$ cat src/rtl/shift_disp_pkg.sv
// shift_disp_pkg: shared state encoding, seven-segment glyphs and BCD helper for the display driver
package shift_disp_pkg;
  typedef enum logic [1:0] {IDLE, CONV, LOAD} state_t;
  localparam int NUM_DIGITS = 6;
  localparam logic [7:0] SEG_BLANK = 8'hFF;
  localparam logic [7:0] SEG_0 = 8'hC0;
  localparam logic [7:0] SEG_1 = 8'hF9;
  localparam logic [7:0] SEG_2 = 8'hA4;
  localparam logic [7:0] SEG_3 = 8'hB0;
  localparam logic [7:0] SEG_4 = 8'h99;
  localparam logic [7:0] SEG_5 = 8'h92;
  localparam logic [7:0] SEG_6 = 8'h82;
  localparam logic [7:0] SEG_7 = 8'hF8;
  localparam logic [7:0] SEG_8 = 8'h80;
  localparam logic [7:0] SEG_9 = 8'h90;
  localparam logic [7:0] SEG_A = 8'h88;
  localparam logic [7:0] SEG_B = 8'h83;
  localparam logic [7:0] SEG_C = 8'hC6;
  localparam logic [7:0] SEG_D = 8'hA1;
  localparam logic [7:0] SEG_E = 8'h86;
  localparam logic [7:0] SEG_F = 8'h8E;
  localparam logic [7:0] SEG_LUT [16] = '{SEG_0, SEG_1, SEG_2, SEG_3, SEG_4, SEG_5, SEG_6, SEG_7,
                                          SEG_8, SEG_9, SEG_A, SEG_B, SEG_C, SEG_D, SEG_E, SEG_F};
  function automatic logic [3:0] dabble(input logic [3:0] n);
    return n >= 4'd5 ? n + 4'd3 : n;
  endfunction
endpackage

$ cat src/rtl/seg7_decode.sv
// seg7_decode: nibble to active-low seven-segment glyph, dp off, with blanking
module seg7_decode
  import shift_disp_pkg::*;
(
  input  logic [3:0] nibble,
  input  logic       blank,
  output logic [7:0] seg_n
);
  assign seg_n = blank ? SEG_BLANK : SEG_LUT[nibble];
endmodule

$ cat src/rtl/shift_disp_driver.sv
// shift_disp_driver: shows an 8-bit value as hex and unsigned decimal on a six-digit multiplexed display
module shift_disp_driver
  import shift_disp_pkg::*;
#(
  parameter int SCAN_DIV = 50000
) (
  input  logic                  clk,
  input  logic                  rst,
  input  logic [7:0]            data_in,
  output logic [7:0]            seg_n,
  output logic [NUM_DIGITS-1:0] an_n,
  output logic                  busy
);
  localparam int SW = $clog2(SCAN_DIV);
  state_t        state;
  logic [7:0]    last_val, sh, disp_bin, seg_next;
  logic [11:0]   bcd, bcd_adj, disp_bcd;
  logic [2:0]    bit_cnt, dig_idx;
  logic [SW-1:0] scan_cnt;
  logic [3:0]    nib;
  logic          blank;
  assign busy = state != IDLE;
  assign bcd_adj = {dabble(bcd[11:8]), dabble(bcd[7:4]), dabble(bcd[3:0])};
  // accept a changed input, run eight adjust-and-shift steps, then publish hex and decimal together
  always_ff @(posedge clk)
    if (rst) begin
      state <= IDLE;
      last_val <= '0;
      sh <= '0;
      bcd <= '0;
      bit_cnt <= '0;
      disp_bin <= '0;
      disp_bcd <= '0;
    end else
      case (state)
        IDLE: if (data_in != last_val) begin
          sh <= data_in;
          last_val <= data_in;
          bcd <= '0;
          bit_cnt <= '0;
          state <= CONV;
        end
        CONV: begin
          {bcd, sh} <= {bcd_adj, sh} << 1;
          bit_cnt <= bit_cnt + 3'd1;
          if (bit_cnt == 3'd7) state <= LOAD;
        end
        LOAD: begin
          disp_bin <= last_val;
          disp_bcd <= bcd;
          state <= IDLE;
        end
        default: state <= IDLE;
      endcase
  // each digit is enabled for exactly SCAN_DIV cycles, wrapping 5 to 0 with no gap
  always_ff @(posedge clk)
    if (rst) begin
      scan_cnt <= '0;
      dig_idx <= '0;
    end else if (scan_cnt == SW'(SCAN_DIV - 1)) begin
      scan_cnt <= '0;
      dig_idx <= dig_idx == 3'(NUM_DIGITS - 1) ? 3'd0 : dig_idx + 3'd1;
    end else
      scan_cnt <= scan_cnt + SW'(1);
  // pick the nibble for the active digit; leading decimal zeros and the spacer digit are blanked
  always_comb begin
    nib = dig_idx == 3'd0 ? disp_bin[3:0] :
          dig_idx == 3'd1 ? disp_bin[7:4] :
          dig_idx == 3'd3 ? disp_bcd[3:0] :
          dig_idx == 3'd4 ? disp_bcd[7:4] : disp_bcd[11:8];
    blank = dig_idx == 3'd2 ||
            (dig_idx == 3'd4 && disp_bcd[11:4] == 8'd0) ||
            (dig_idx == 3'd5 && disp_bcd[11:8] == 4'd0);
  end
  seg7_decode u_dec (
    .nibble(nib),
    .blank (blank),
    .seg_n (seg_next)
  );
  // register segment and anode drives so they change together, glitch-free
  always_ff @(posedge clk)
    if (rst) begin
      seg_n <= SEG_BLANK;
      an_n <= ~NUM_DIGITS'(1);
    end else begin
      seg_n <= seg_next;
      an_n <= ~(NUM_DIGITS'(1) << dig_idx);
    end
endmodule

$ cat config.mk
export PLATFORM = sky130hd
export DESIGN_NAME = shift_disp_driver
export DESIGN_NICKNAME = d
export VERILOG_FILES = /design/src/rtl/shift_disp_pkg.sv /design/src/rtl/seg7_decode.sv /design/src/rtl/shift_disp_driver.sv
export SDC_FILE = /design/constraint.sdc
export NUM_CORES = 1
export LEC_CHECK = 0
export CAP_MARGIN = 5
export CORE_UTILIZATION = 53
export CTS_CLUSTER_DIAMETER = 100
export DETAILED_ROUTE_END_ITERATION = 16
export GPL_ROUTABILITY_DRIVEN = 0
export PLACE_DENSITY_LB_ADDON = 0.3
export SLEW_MARGIN = 40
export SYNTH_ARGS = -nofsm -noshare
export SYNTH_HDL_FRONTEND = slang
export SYNTH_HIERARCHICAL = 1
export SYNTH_SLANG_ARGS = --single-unit
$ cat constraint.sdc
create_clock -name clk -period 2.9 [get_ports clk]
set_input_delay 0.58 -clock clk [delete_from_list [all_inputs] [get_ports clk]]
set_output_delay 0.58 -clock clk [all_outputs]
set_load 0.005 [all_outputs]
## Word level (Yosys, flattened, before mapping)

Memory sizes are Yosys's and may differ from the RTL's. A register that Yosys moved wholly into a read port is not among the register bits.
Cells that the tools add are included.
Widths: inputs -> output; s select.

| cells by class | value |
|---|---|
| $mul | 0 |
| reductions and logical operators | 15 |
| multiplexer cells | 17 |
| order comparisons | 3 |
| bitwise gates (word level) | 2 |
| $add $sub $neg | 6 |
| divide/modulo/power cells | 0 |
| eq/ne operators | 12 |
| shifts and indexed selects | 1 |

Operator list:

| kind | count |
|---|---|
| $mux 4 | 6 |
| $pmux 12 s2 | 1 |
| $add 16x1->16 const B | 1 |
| $eq 16x16->1 const B | 1 |
| $pmux 8 s2 | 1 |
| $ge 4x3->1 const B | 3 |
| $mux 12 | 1 |
| $eq 3x3->1 const B | 3 |
| $mux 3 | 3 |
| $add 4x2->4 const B | 2 |
| $logic_not 8->1 | 1 |
| $mux 8 | 1 |
| $ne 8x8->1 | 1 |
| $add 3x1->3 const B | 2 |
| $eq 3x2->1 const B | 2 |
| $not 6->6 | 1 |
| $pmux 3 s2 | 1 |
| $reduce_and 2->1 | 3 |
| $shl 1x3->6 const A | 1 |
| $not 4->5 | 1 |
| $logic_not 4->1 | 1 |
| $mux 2 | 2 |
| $ne 2x2->1 const B | 2 |
| $pmux 2 s2 | 1 |
| other kinds (10) | 14 |

| word-level totals | value |
|---|---|
| register bits | 78 |
| logic and storage cells | 67 |
| memory bits (writable) | 0 |
| memory bits (read-only) | 128 |
| bits in latches | 0 |
| memories kept | 1 |

Memories:

| name | words | width | read ports | clocked after memory_dff | write ports | RTL line | source |
|---|---|---|---|---|---|---|---|
| (no name shown) | 16 | 8 | 1 | 1 | 0 | seg7_decode.sv:9 | `assign seg_n = blank ? SEG_BLANK : SEG_LUT[nibble];` |

## Logic depth before layout (Yosys ltp)

Gate-level depths: netlist (run 1).

| depth | value |
|---|---|
| word-level depth | 6 |
| mapped depth | 12 |
| mapped depth without buffers | 10 |

## Modules after synthesis

The synthesis (run 1) kept the hierarchy.

By module, submodules not included:

| module | sequential area each (µm²) | cells an instance | area each (µm²) | instances |
|---|---|---|---|---|
| shift_disp_driver | 1721.7 | 435 | 3717.3 | 1 |
| seg7_decode | 0.0 | 37 | 310.3 | 1 |

## Worst setup path before layout (run 1)

No wires, ideal clock.

| timing path | value |
|---|---|
| kind | reg2reg |
| start point | register dig_idx[1] |
| end point | register seg_n[1] |
| cell stages (with the launch flop) | 12 |
| library setup time | 0.123 ns |
| data required time | 2.777 ns |
| arrival time | 2.823 ns |
| setup slack | -0.047 ns |
| clock period less this slack | 2.947 ns |
| cell sequence | dfxtp_1 -> clkbuf_1 -> and2_1 -> ha_1 -> clkbuf_1 -> a211oi_1 -> a21oi_1 -> inv_1 -> ha_1 -> or2_2 -> a311o_1 -> or2_2 |

| between the ends | value |
|---|---|
| longest elaborated chain between the ends | 6 |
| elaborated cells on any way between the ends | 16 |

Ends and longest elaborated chain:

| element | RTL line | source |
|---|---|---|
| start: declaration | shift_disp_driver.sv:18 | `logic [2:0] bit_cnt, dig_idx;` |
| start signal: assignment | shift_disp_driver.sv:62 | `dig_idx <= dig_idx == 3'(NUM_DIGITS - 1) ? 3'd0 : dig_idx + 3'd1;` |
| $eq 3x3->1 | shift_disp_driver.sv:70 | `dig_idx == 3'd4 ? disp_bcd[7:4] : disp_bcd[11:8];` |
| $mux 4 | shift_disp_driver.sv:70 |  |
| $mux 4 | shift_disp_driver.sv:69 | `dig_idx == 3'd3 ? disp_bcd[3:0] :` |
| $mux 4 | shift_disp_driver.sv:68 | `dig_idx == 3'd1 ? disp_bin[7:4] :` |
| $mux 4 * | shift_disp_driver.sv:67 | `nib = dig_idx == 3'd0 ? disp_bin[3:0] :` |
| named net nib[0] | shift_disp_driver.sv:20 | `logic [3:0] nib;` |
| $not 4->5 (implied by the code) * | seg7_decode.sv:9 |  |
| end: declaration | shift_disp_driver.sv:10 | `output logic [7:0] seg_n,` |

The timed path passes the listed nets; every way through them passes the cells marked *.
A chain may end at the register's enable or synchronous reset.

## Worst setup path after layout (run 1)

| timing path | value |
|---|---|
| start point | register dig_idx[2] |
| end point | register seg_n[1] |

The elaborated chain is that of the path after synthesis.

==> results of run 1 <==
-- layer usage --
metal  track usage (%)  share of wire, %  vias up
met4              6.06               1.4        0
li1                  -                 -     1641
met1              27.0                47     1507
met3              6.56               3.4        8
met2              34.4                48       48
met5                 0                 0        -
-- what timing repair did --
action / CTS / global route
hold buffers: 0 / 0
resized for setup: 0 / 4
endpoints found under the setup margin: 0 / 4
-- cell type report --
class	count	area share [%]
clock buffer	11	3.08
clock inverter	5	2.32
inverter	14	1.15
multi-input combinational	343	46.0
sequential	86	37.5
tap	99	2.70
timing repair buffer	35	7.20
-- registers in the layout, indices dropped and copies added (netlist names) --
| signal | count |
|---|---|
| disp_bcd | 12 |
| dig_idx | 3 |
| sh | 8 |
| bit_cnt | 3 |
| seg_n | 8 |
| an_n | 6 |
| bcd | 12 |
| scan_cnt | 16 |
| state | 2 |
| last_val | 8 |
| disp_bin | 8 |
-- layout by cell type, fill, tap and decap left out, types with 2 or more instances in the layout --
master	count
dfxtp_1	85
nand2_1	67
a21oi_1	46
nor2_1	38
nand3_1	34
clkdlybuf4s50_1	23
xnor2_1	17
ha_1	16
inv_1	14
mux2i_1	13
nand2b_1	13
a31oi_1	12
xor2_1	11
or2_2	10
clkbuf_8	10
buf_4	10
o211ai_1	8
nand4_1	5
nor2b_1	5
a211oi_1	4
and3_1	4
nor3_1	4
o21ai_0	4
and2_1	3
bufinv_16	3
a21oi_2	2
nor4_1	2
a211o_1	2
mux2_1	2
a32oi_1	2
a221o_1	2
-- final timing paths --
path	from	end	slack [ns]	cells after the start
worst max-delay path	dig_idx[2]	seg_n[1]	0.21	10
worst min-delay path	disp_bin[7]	disp_bin[7]	0.46	2
worst max register to register	dig_idx[2]	seg_n[1]	0.21	10
worst min register to register	disp_bin[7]	disp_bin[7]	0.46	2
-- report_power, final --
group,internal (mW),switching (mW)
clock network,0.598,0.415
logic,0.0660,0.0907
registers,1.21,0.0204
-- kinds of logic (layout without fill, tap and decap cells) --
group | Yosys count | after routing
compound gates | 86 | 86
mux | 15 | 15
buf+inv | 43 | 65
other cells | 1 | 1
fa+ha+maj | 17 | 17
simple gates | 196 | 196
xor+xnor | 28 | 28
flops | 86 | 86
-- critical path, stage by stage, from the launching register on --
cell and delay (ns):
dfxtp_1 0.40, nor3b_4 0.28, mux2i_1 0.23, nor2_1 0.06, a211oi_1 0.18, a21oi_1 0.09, inv_1 0.19, ha_1 0.25
or2_2 0.32, a311o_1 0.31, or2_2 0.26
-- cells in the mapped netlist (all sizes together), types with 3 or more instances --
| cell | count |
|---|---|
| a211oi | 4 |
| a21oi | 48 |
| a31oi | 12 |
| and2 | 3 |
| and3 | 4 |
| buf | 12 |
| clkbuf | 17 |
| dfxtp | 86 |
| ha | 17 |
| inv | 14 |
| mux2i | 13 |
| nand2 | 68 |
| nand2b | 13 |
| nand3 | 34 |
| nand4 | 7 |
| nor2 | 39 |
| nor2b | 5 |
| nor3 | 4 |
| o211ai | 8 |
| o21ai | 5 |
| or2 | 10 |
| xnor2 | 17 |
| xor2 | 11 |
-- through the flow --
step | cells | instance area, um^2 | power (mW) | worst slack (ns)
global route | 593 | 4590 | 2.50 | 0.0121
detailed placement | 577 | 4330 | 1.41 | 0.150
CTS | 593 | 4580 | 2.42 | 0.105
finish | 593 | 4590 | 2.40 | 0.213
global placement | 577 | 4330 | 1.41 | 0.277
floorplan | 472 | 4030 | 1.36 | 0.0975
==> run_results.csv, run 1 <==
group,metric,value,unit
timing,max_slew_margin,53.0,%
run_status,outcome,"finished, final reports clean",
routing,first_iter_violations,125,
placed_design,hpwl,5360,um
global_routing,grt_pass1_wl,13100,um
worst_setup_path,worstSetupPathType,"reg2reg",
floorplan,io_pins,25,
synth,synthXorXnorAreaFrac,6.09,%
final_layout,regArea,0.00172,mm^2
synth,synth_top_family_by_area,"simple AND/OR/NAND/NOR gates",
synth,yosys.area_share.simple,23.8,%
final_layout,multi_input_area,0.00211,mm^2
worst_setup_path,cp_max_fo,5,
cts,cts.sinks,86,
floorplan,core,0.00729,mm^2
final_layout,diodes,0,
timing,hold_viol_final,0,
floorplan,dieArea,0.00795,mm^2
routing,via_per_inst,5.40,
cts,clk_path_buf_depth,2,
timing,report.final.slew_viol_count,0,
synth,ys_ff_latch,86,
synth,syn_area,0.00403,mm^2
routing,drt_wl_total,7690,um
final_layout,syn_to_final_growth,13.9,%
timing,setup_violations,0,
timing,max_freq,0.372,GHz
global_routing,grt_max_degree,54,
pwr,p_per_area,523,mW/mm^2
routing,post-route-drc-count,0,
routing,postRouteAntennaNets,0,
floorplan,num_rows,31,
timing,fin_tns_setup,0,ns
worst_setup_path,worstPathArrival,2.93,ns
synth,yosysSeqAreaShare,42.7,%
synth,syn_avg_cell_area,8.53,um^2
synth,ys.flop_type,"dfxtp_1",
synth,synth_mux_area_share,3.79,%
synth,synthAdderAreaFrac,5.28,%
synth,synth_compound_area_share,13.0,%
worst_setup_path,endpoint_kind,"flop",
synth,yosys_warnings,6,
cts,cts_buffers,9,
synth,synth_edf_count,0,
synth,synthArstFlopShare,0,%
synth,synth_cell_types,47,
cts,root_buffer,"clkbuf_8",
final_layout,post-route-util,62.9,%
synth,yosys-top-cells-area,"dfxtp_1, nand2_1, a21oi_1",
worst_setup_path,critPathRequiredTime,3.14,ns
pwr,ir_worst_vdd,306,uV
hold_path,hp-class,"reg2reg",
global_routing,grt_pass1_vias,2893,
synth,synth_top_area_share,42.7,%
cts,cts_tree,"done",
timing,period_minus_slack,2.69,ns
placed_design,io_buffers,24,
cts,clkLatencyLatePin,0.35,ns
timing,worst_pin_slew,0.706,ns
timing,rsz0062_at_grt,"no",
worst_setup_path,cp-start-kind,"flop",
job,drv_cap,0,
final_layout,fillers,637,
synth,syn_inst,472,
final_layout,fin_nets,516,
cts,htree_levels,3,
global_routing,grt_overflow,0,
timing,fin_skew,0.0113,ns
pwr,p_leak,1.63,nW
floorplan,die_w,89.2,um
synth,syn-num-nets,499,
routing,wire_per_inst,13.0,um
global_routing,gr-usage-all-layers,21.1,%
timing,period_share,92.6,%
floorplan,initial_utilization,55.2,%
routing,num_vias,3204,
routing,first_pass_iters,4,
synth,post-synth-top-area-cell,"dfxtp_1",
floorplan,fp.dieH,89.2,um
cts,cts.reportedPaths.clkPinSlew,0.09,ns
final_layout,layout-drive-gt1-share,9.51,%
cts,post_cts_buffers,0,
global_routing,grt_antenna_before_repair,0,
timing,holdWs,0.456,ns
Note: power is estimated with default switching activity, not from simulation.
==> inputs of run 2 (changes only) <==
--- a/config.mk
+++ b/config.mk
@@ -5,7 +5,7 @@
 export SDC_FILE = /design/constraint.sdc
 export NUM_CORES = 1
 export LEC_CHECK = 0
-export CAP_MARGIN = 5
+export CAP_MARGIN = 40
 export CORE_UTILIZATION = 53
 export CTS_CLUSTER_DIAMETER = 100
 export DETAILED_ROUTE_END_ITERATION = 16
==> results of run 2 <==
Same layout as run 1: the final DEF is identical, and so are final timing and power.
==> inputs of run 3 (changes only) <==
--- a/config.mk
+++ b/config.mk
@@ -6,6 +6,7 @@
 export NUM_CORES = 1
 export LEC_CHECK = 0
 export CAP_MARGIN = 40
+export CORE_ASPECT_RATIO = 0.75
 export CORE_UTILIZATION = 53
 export CTS_CLUSTER_DIAMETER = 100
 export DETAILED_ROUTE_END_ITERATION = 16
==> constraint.sdc (replaced) <==
create_clock -name clk -period 2.2 [get_ports clk]
set_input_delay 0.44 -clock clk [delete_from_list [all_inputs] [get_ports clk]]
set_output_delay 0.44 -clock clk [all_outputs]
set_load 0.005 [all_outputs]
==> run 3 against run 2 <==
Compared with the run above: the run now ends with setup timing left; clock-buffer cell count increased by 2; clock skew about the same; cell area increased by 3.8%; die area about the same; sequential share of layout area decreased by 1.3 points; combinational power increased by 38%.
==> run_results.csv, run 3 (same netlist as run 1, synthesis figures left out) <==
group,metric,value,unit
timing,rsz0062_at_grt,"yes",
cts,cts_buffers,9,
hold_path,hp-class,"in2reg",
final_layout,layout-drive-gt1-share,15.6,%
placed_design,dp.cells,593,
global_routing,grt_max_degree,55,
final_layout,instances_no_fill,614,
floorplan,fp.dieH,77.5,um
routing,postRouteAntennaNets,0,
cts,clkLatencyLatePin,0.36,ns
final_layout,fillers,652,
global_routing,grt_overflow,0,
floorplan,core,0.00736,mm^2
routing,wire_per_inst,13.2,um
global_routing,grt_pass1_vias,3003,
timing,period_share,113,%
placed_design,io_buffers,24,
cts,clk_path_buf_depth,2,
final_layout,diodes,0,
run_status,violations,"setup timing",
final_layout,reg.largest.list,"scan_cnt x16, bcd x12, disp_bcd x12",
pwr,ir_worst_vdd,372,uV
run_status,outcome,"complete, but fails checks",
pwr,p_per_area,622,mW/mm^2
global_routing,gr-usage-all-layers,22.3,%
final_layout,fin_area,0.00477,mm^2
routing,num_vias,3342,
cts,root_buffer,"clkbuf_8",
timing,timing.final.ws_setup,-0.286,ns
floorplan,io_pins,25,
floorplan,num_rows,27,
final_layout,top_register,"scan_cnt",
routing,drt_wl_total,8130,um
timing,hold_viol_final,0,
worst_setup_path,cp-start-kind,"flop",
final_layout,fin_nets,535,
timing,max_slew_margin,49.8,%
pwr,finalPower,2.96,mW
routing,first_pass_iters,4,
floorplan,initial_utilization,54.7,%
global_routing,grt_pass1_wl,13800,um
job,drv_cap,0,
timing,fin_skew,0.0110,ns
final_layout,largest_reg_flops,16,
timing,max_freq,0.402,GHz
worst_setup_path,endpoint_kind,"flop",
floorplan,die_w,103,um
routing,via_per_inst,5.44,
cts,cts.sinks,86,
floorplan,dieArea,0.00796,mm^2
final_layout,syn_to_final_growth,18.3,%
worst_setup_path,worstSetupPathType,"reg2reg",
final_layout,layout_common_cells,"dfxtp_1, nand2_1, a21oi_1",
routing,first_iter_violations,110,
cts,hold_buffers,0,
timing,report.final.slew_viol_count,0,
timing,setup_violations,7,
placed_design,post_dp_cell_area,0.00449,mm^2
final_layout,post-route-util,64.7,%
cts,htree_levels,3,
worst_setup_path,cp_max_fo,5,
cts,cts.reportedPaths.clkPinSlew,0.08,ns
worst_setup_path,worstPathArrival,2.74,ns
placed_design,hpwl,5550,um
placed_design,place_ws,-0.320,ns
worst_setup_path,critPathRequiredTime,2.45,ns
timing,worst_pin_slew,0.753,ns
pwr,p_leak,1.71,nW
timing,period_minus_slack,2.49,ns
global_routing,grt_antenna_before_repair,0,
routing,post-route-drc-count,0,
cts,cts_tree,"done",
final_layout,layout.cells.most_common,"dfxtp_1",
run 3: cell types whose count changed in the layout (fill, tap and decap cells not counted), sizes merged:
cell,previous run,this run
buf,12,31
bufinv,3,1
clkbuf,11,13
run 3: worst paths after layout:
kind	from	to	slack, ns	cells past startpoint
worst min register to register	disp_bin[1]	disp_bin[1]	0.46	2
worst max-delay path	dig_idx[1]	seg_n[6]	-0.29	11
worst min-delay path	rst	dig_idx[1]	0.43	2
worst max register to register	dig_idx[1]	seg_n[6]	-0.29	11
run 3: per-layer routing:
layer  global-route usage [%]  vias to the layer above  routed length [um]
met4                     7.14                        0                  94
met2                     34.4                       74                3670
met3                     7.12                        9                 386
met5                        0                        -                   0
li1                         -                     1683                   -
met1                     29.4                     1576                3980
run 3: where the power goes:
part	internal (mW)	switching, mW	total [mW]
sequential	1.59	0.0256	1.62
clock	0.586	0.542	1.13
combinational	0.0939	0.122	0.216
run 3: area by class of cell:
cell class | count | area [um^2] | share of cell area [%]
Clock buffer | 13 | 159 | 3.33
Clock inverter | 3 | 42.5 | 0.893
Sequential cell | 86 | 1730 | 36.3
Inverter | 14 | 52.6 | 1.10
Timing Repair Buffer | 54 | 473 | 9.92
Tap cell | 101 | 126 | 2.65
Multi-Input combinational cell | 343 | 2180 | 45.8
run 3: what timing repair did:
item,CTS,global route
gates resized for setup,5,7
buffers inserted,4,1
endpoints found under the setup margin,7,7
pin swaps,0,2
run 3: critical path: stages, from the launching register on:
cell and delay [ns]:
dfxtp_4 0.36, and2_1 0.18, ha_4 0.17, buf_4 0.13, nor2_2 0.09, a211oi_2 0.05, a21oi_2 0.24, inv_2 0.13
ha_4 0.18, mux2_1 0.29, a221o_1 0.28, or2_2 0.27
run 3: through the flow:
stage          hold slack [ns]  setup TNS (ns)
3_5_place_dp             0.448           -1.63
3_3_place_gp             0.442           -1.04
6_report                 0.431           -1.35
2_1_floorplan            0.429           -1.16
5_1_grt                  0.430           -2.17
4_1_cts                  0.419           -1.28
